File: config.mk
export PLATFORM = sky130hd
export DESIGN_NAME = matrix_scan_ctrl
export DESIGN_NICKNAME = d
export VERILOG_FILES = /design/src/rtl/matrix_scan_ctrl.sv
export SDC_FILE = /design/constraint.sdc
export NUM_CORES = 1
export LEC_CHECK = 0
export ABC_AREA = 1
export BUFFER_PORTS_ARGS = -buffer_cell sky130_fd_sc_hd__buf_2
export CAP_MARGIN = 5
export CELL_PAD_IN_SITES_DETAIL_PLACEMENT = 1
export CELL_PAD_IN_SITES_GLOBAL_PLACEMENT = 1
export CORE_ASPECT_RATIO = 0.8
export CORE_MARGIN = 10
export CORE_UTILIZATION = 37
export DETAILED_ROUTE_END_ITERATION = 8
export PLACE_DENSITY_LB_ADDON = 0.1
export RECOVER_POWER = 100
export SYNTH_ARGS = -nofsm -noshare
export SYNTH_HDL_FRONTEND = slang
export SYNTH_SLANG_ARGS = --single-unit
File: constraint.sdc
create_clock -name clk_i -period 2.2 [get_ports clk_i]
set_clock_uncertainty 0.15 [all_clocks]
set_input_delay 0.44 -clock clk_i [delete_from_list [all_inputs] [get_ports clk_i]]
set_output_delay 0.44 -clock clk_i [all_outputs]
set_load 0.01 [all_outputs]
File: src/rtl/matrix_scan_ctrl.sv
// ---------------------------------------------------------------------------
// matrix_scan_ctrl
//
// Scans a Rows x Cols sensor matrix one pixel at a time.
// For each pixel the controller selects the row/column, waits SettleCycles
// clocks for the analog mux to settle, fires a one-clock convert strobe, and
// then waits for the converter to report completion. The column index is the
// inner loop. After the last pixel it either starts the next frame at (0,0)
// (continuous mode) or returns to IDLE.
//
// Ports
//   clk_i          sole clock, rising edge
//   rst_ni         synchronous active-low reset
//   start_i        request a frame scan (only looked at in IDLE)
//   continuous_i   1 = start the next frame right after the last pixel
//   abort_i        abandon the scan, back to IDLE next clock
//   adc_done_i     converter finished the current pixel (only looked at in WAIT)
//   row_o, col_o   current row / column select
//   mux_en_o       matrix mux enable, high whenever not IDLE
//   adc_start_o    one-clock convert strobe (high only in CONV)
//   busy_o         high whenever not IDLE
//   frame_done_o   one-clock pulse after the last pixel completes
// ---------------------------------------------------------------------------
module matrix_scan_ctrl #(
   parameter int Rows         = 2,
   parameter int Cols         = 2,
   parameter int Width        = 5,
   parameter int SettleCycles = 4
) (
   input  logic             clk_i,
   input  logic             rst_ni,
   input  logic             start_i,
   input  logic             continuous_i,
   input  logic             abort_i,
   input  logic             adc_done_i,
   output logic [Width-1:0] row_o,
   output logic [Width-1:0] col_o,
   output logic             mux_en_o,
   output logic             adc_start_o,
   output logic             busy_o,
   output logic             frame_done_o
);

   typedef enum logic [1:0] {
      IDLE   = 2'd0,
      SETTLE = 2'd1,
      CONV   = 2'd2,
      WAIT   = 2'd3
   } state_e;

   // A one-clock settle time still needs a 1-bit counter to exist.
   localparam int CntW = (SettleCycles > 1) ? $clog2(SettleCycles) : 1;
   localparam logic [CntW-1:0]  SettleLast = CntW'(SettleCycles - 1);
   localparam logic [Width-1:0] RowLast    = Width'(Rows - 1);
   localparam logic [Width-1:0] ColLast    = Width'(Cols - 1);

   state_e           state_q;
   logic [Width-1:0] row_q;
   logic [Width-1:0] col_q;
   logic [CntW-1:0]  cnt_q;
   logic             frame_done_q;

   always_ff @(posedge clk_i) begin
      if (!rst_ni) begin
         state_q      <= IDLE;
         row_q        <= '0;
         col_q        <= '0;
         cnt_q        <= '0;
         frame_done_q <= 1'b0;
      end else begin
         frame_done_q <= 1'b0;
         if (abort_i && (state_q != IDLE)) begin
            // Abort wins over everything, including a same-cycle adc_done_i.
            state_q <= IDLE;
            row_q   <= '0;
            col_q   <= '0;
            cnt_q   <= '0;
         end else begin
            case (state_q)
               IDLE: begin
                  if (start_i) begin
                     state_q <= SETTLE;
                     row_q   <= '0;
                     col_q   <= '0;
                     cnt_q   <= '0;
                  end
               end
               SETTLE: begin
                  if (cnt_q == SettleLast) begin
                     state_q <= CONV;
                     cnt_q   <= '0;
                  end else begin
                     cnt_q <= cnt_q + 1'b1;
                  end
               end
               CONV: begin
                  state_q <= WAIT;
               end
               WAIT: begin
                  if (adc_done_i) begin
                     state_q <= SETTLE;
                     cnt_q   <= '0;
                     if (col_q != ColLast) begin
                        col_q <= col_q + 1'b1;
                     end else begin
                        col_q <= '0;
                        if (row_q != RowLast) begin
                           row_q <= row_q + 1'b1;
                        end else begin
                           // Last pixel: indices already wrapped to (0,0).
                           row_q        <= '0;
                           frame_done_q <= 1'b1;
                           if (!continuous_i) begin
                              state_q <= IDLE;
                           end
                        end
                     end
                  end
               end
               default: begin
                  state_q <= IDLE;
               end
            endcase
         end
      end
   end

   assign row_o        = row_q;
   assign col_o        = col_q;
   assign mux_en_o     = (state_q != IDLE);
   assign busy_o       = (state_q != IDLE);
   assign adc_start_o  = (state_q == CONV);
   assign frame_done_o = frame_done_q;

endmodule

Word-level counts from Yosys, hierarchy flattened

Index checks and enable logic that the tools add are counted.

Register bits: 15
Output and inout bits: 14
Word-level logic and storage cells: 52

Reductions and logical operators: 11
Mux-type cells: 20
Equal/unequal tests: 10
Add/sub/neg operators: 3
Bitwise gates (word level): 3

Operators by type and width:

| cell                  | number |
|---|---|
| $mux W5               | 6 |
| $pmux W5 S2           | 2 |
| $mux W2               | 6 |
| $add A5 B1 Y5 const B | 2 |
| $ne A5 B1 Y1 const B  | 2 |
| $reduce_and A3 Y1     | 3 |
| $ne A2 B2 Y1 const B  | 4 |
| $pmux W2 S4           | 1 |
| $eq A2 B2 Y1 const B  | 3 |
| $pmux W2 S3           | 1 |
| $reduce_or A5 Y1      | 1 |
| $mux W1               | 4 |
| $reduce_and A4 Y1     | 1 |
| $reduce_bool A2 Y1    | 2 |
| $not A1 Y1            | 3 |
| $reduce_bool A3 Y1    | 1 |
| $add A2 B1 Y2 const B | 1 |
| $eq A2 B1 Y1 const B  | 1 |
| $logic_not A2 Y1      | 1 |
| $reduce_or A2 Y1      | 1 |
| $logic_and A1 B1 Y1   | 1 |

Depth between registers and ports, before layout

Depth in word-level cells: 5
Gate-level depth with buffers: 11
Depth with buffers taken out: 11

Worst setup path before layout

OpenSTA, ideal clock, no wires.

Kind: reg2reg
Start: reg state_q[0]
End: reg frame_done_q, in the netlist frame_done_o
Stages on the path, launching flop included: 8
Arrival time: 1.329 ns
Clock period less this slack: 1.609 ns
Data required time: 1.920 ns
Path slack: 0.591 ns
Library setup time: 0.130 ns
Path buffers: 1
Cell sequence: dfxtp_1 > inv_1 > ha_1 > inv_1 > nand2_1 > nand2_1 > clkbuf_1 > nor3_1

Longest elaborated chain between the ends: 3
Elaborated cells between the ends (all ways): 5

RTL lines:

| element                           | RTL line | text |
|---|---|---|
| start: declaration                | 57       | `state_e state_q;` |
| start signal: assignment          | 65       | `state_q <= IDLE;` |
| start signal: assignment          | 74       | `state_q <= IDLE;` |
| start signal: assignment          | 82       | `state_q <= SETTLE;` |
| $reduce_bool A2 Y1                | --       |  |
| named net busy_o                  | 40       | `output logic busy_o,` |
| $logic_and A1 B1 Y1               | 72       | `if (abort_i && (state_q != IDLE)) begin` |
| $reduce_or A5 Y1 (no source line) | --       |  |
| end signal: assignment            | 69       | `frame_done_q <= 1'b0;` |
| end signal: assignment            | 71       | `frame_done_q <= 1'b0;` |
| end signal: assignment            | 112      | `frame_done_q <= 1'b1;` |
| end: declaration                  | 61       | `logic frame_done_q;` |

The timed path passes the listed nets, and every way through them passes these cells.
A chain may end at the register's enable or synchronous reset.

Worst setup path in the final report

Start: reg state_q[0]
End: out busy_o

Longest elaborated chain between the ends: 1

RTL lines:

| element            | RTL line | text |
|---|---|---|
| $reduce_bool A2 Y1 | 131      | `assign busy_o = (state_q != IDLE);` |
| end: declaration   | 40       |  |

Every way passes these cells.

==> summary.md <==
| Metric | Value |
|---|---|
| Worst hold slack | `around 0.28 ns` |
| Detailed Route Iter0 Violations | `35` |
| GRT Total Usage | `0.0947` |
| Worst EP required | `1.61 ns` |
| Vias | `roughly 880` |
| Crit. End Element | `primary output` |
| Layout cells sized above 1 | `0.0658` |
| Ranking of synthesized cells by area | `dfxtp_1 32%, ha_1 13%, nand2_1 10%, inv_1 7.2%, a21oi_1 6.4%` |
| CP peak stage delay | `0.42 ns` |
| Clk Latency, worst-skew pair | `0.28 ns` |
| Place WS | `about 0.48 ns` |
| M2 GR Usage | `0.162` |
| Vias per cell | `4.66` |
| DIE HEIGHT | `around 65 um` |
| Initial core utilization | `0.385` |
| FF-to-FF path depth | `11` |
| H-tree depth | `1` |
| Max VDD drop | `about 0.37 mV` |
| Clock root cell | `clkbuf_4` |
| Switching part of the total | `0.451` |
| Routed len/inst | `12.4 um` |
| Slew HR | `0.669` |
| Io pins | `20` |
| Fin crit share | `0.898` |
| Avg Cell Area, Syn | `7.17 um2` |
| Crit-path most repeated cell | `inv_1` |
| CORE AREA | `about 2400 um2` |
| Crit path DAT | `1.39 ns` |
| Power share of the combinational group | `0.443` |
| Total leakage power | `0.442 nW` |
| Mapped cell area | `932 um2` |
| Final-report max-slew violation count | `0` |
| P_int | `0.000468 W` |
| Hold path cells | `3` |
| Yosys reg bits | `15` |
| Crit path cell chain | `inv_1 -> ha_1 -> inv_1 -> clkbuf_1` |
| Total power | `0.000853 W` |
| CTS clk-pin slew, worst paths | `around 0.09 ns` |
| Post-layout min period | `1.98 ns` |
| Met3 Usage GRT | `0.0427` |
| R2r setup slk | `0.24 ns` |
| Final Instance Area | `1050 um2` |
| Nets | `169` |
| Met1 usage | `0.104` |
| Overflow after GRT | `0` |
| Worst Max-Slew Pin Slew | `slightly below 0.5 ns` |
| Register area share after synthesis | `0.322` |
| Vias in the first global route | `888` |
| P per Cell Area | `approximately 810 nW/um2` |
| CP Launch Type | `flop` |
| Yosys top cell area share | `0.322` |
| Cell at the slowest stage of the critical path | `dfxtp_1` |
| Number of iterations in the first detailed-routing pass | `4` |
| RSZ-0062 raised after global routing | `false` |
| Outcome | `completed` |
| Routability congestion estimate | `0.798` |
| HP Class | `in -> reg` |
| Worst Path Max Fanout | `5` |
| Largest net degree at the start of global routing | `11` |
| CTS Buf Count | `3` |
| Most used routing layer in global routing | `met2` |
| Final hold violations | `0` |
| Residual DRC count | `0` |
| CTS tree | `built` |
| Syn nets | `146` |
| Mapped Cells | `130` |
| Psw | `0.000384 W` |
| Detail Route Antenna Nets | `0` |
| Syn. warnings | `0` |
| Yosys top cell by area | `dfxtp_1` |
| Setup slack after layout | `0.225 ns` |
| Post-CTS Hold Fix Bufs | `0` |
| IO buf count | `19` |
| MaxCap Viol Count | `0` |
| Seq. cell area | `300 um2` |
| Yosys cell types | `23` |
| Max Root-Sink Buffers | `2` |
| # setup viols final | `0` |
| Setup CP Type | `reg -> out` |
| Antenna cell count | `0` |
| Placed Area | `about 1100 um2` |
| Die Wd | `76.1 um` |
| Clock sink count | `15` |
| Synth-to-Final Area Change | `12.5%` |
| FILL cells | `336` |
| Rows | `16` |
| Multi-input logic area | `512 um2` |
| Post-CTS sizing | `0` |
| Half-perimeter wire length after placement | `1920 um` |
| Routed WL | `2330 um` |
| Reg power frac | `0.371` |
| Total die area | `4940 um2` |
| First-pass GRT wire length | `between 3000 and 4000 um` |
| Clock share of power | `0.185` |
| Initial antenna violation count | `0` |
| Setup TNS | `0 ns` |
| Post-CTS Repair Setup Buffers | `0` |
| Highest Clock Rate | `506 MHz` |
cells in the final DEF (no fill, tap or decap), drive strengths merged, types with 5 or more instances in the layout:
cell,synthesis,layout
inv,20,20
nor3,5,5
ha,10,10
nand3,10,10
o21ai,5,5
dfxtp,15,15
clkbuf,1,19
nor2,12,12
nand2,27,27
a21oi,13,13
buf,1,5
flip-flops by register name (all words and copies together) (netlist names):
| signal | flops |
|---|---|
| state_q | 2 |
| cnt_q | 2 |
| frame_done_o | 1 |
| col_o | 5 |
| row_o | 5 |
final timing paths:
path | startpoint | endpoint
hold reg to reg | cnt_q[1] | cnt_q[1]
hold / removal | adc_done_i | frame_done_o
setup reg to reg | state_q[0] | row_o[0]
setup / recovery | state_q[0] | busy_o
cell type report:
type / count / area share
well taps: 36 / 0.0430
multi-input cells: 92 / 0.488
flip-flops and latches: 15 / 0.286
clock buffers: 4 / 0.0251
inverters: 21 / 0.0800
repair buffers: 20 / 0.0776
power groups by stage:
stage / Sequential [W] / Clock, W / Combinational, W
detailed placement: 0.000324 / 0 / 0.000441
global placement: 0.000321 / 0 / 0.000427
finish: 0.000317 / 0.000158 / 0.000378
floorplan: 0.000317 / 0 / 0.000332
global route: 0.000320 / 0.000178 / 0.000441
CTS: 0.000317 / 0.000169 / 0.000444
critical path: cells and delay by family, from the launching register on:
kind                       cells  cell delay (ns)
DFF                            1             0.42
buffers and inverters          3             0.44
adders and majority gates      1             0.25
through the flow:
stage | util | instances
5_1_grt | 0.433 | 188
3_3_place_gp | 0.441 | 184
6_report | 0.433 | 188
3_5_place_dp | 0.441 | 184
4_1_cts | 0.452 | 188
2_1_floorplan | - | 130
logic make-up after synthesis:
kind of cell	count (synthesis)	synth area share
adder cells (fa/ha/maj)	10	0.134
buffers and inverters	23	0.102
flip-flops	15	0.322
XOR/XNOR	4	0.0376
AO/OA/AOI/OAI	20	0.129
AND/OR/NAND/NOR	58	0.275
metal layers:
metal  part of all wire  up-vias
li1                   -      458
met1               0.46      402
met2               0.47       13
met3              0.064        4
met4             0.0094        0
met5                  0        -
Yosys cell counts (all sizes together):
cell and count:
dfxtp 15, ha 10, o21bai 1, nor3 5, o21a 1, a21oi 13, clkbuf 1, nand4 3
xor2 3, xnor2 1, nor2 12, buf 1, nand3 10, and2 1, nand2 27, clkinv 1
inv 20, o21ai 5
No activity file was read; power rests on OpenSTA's default activity.
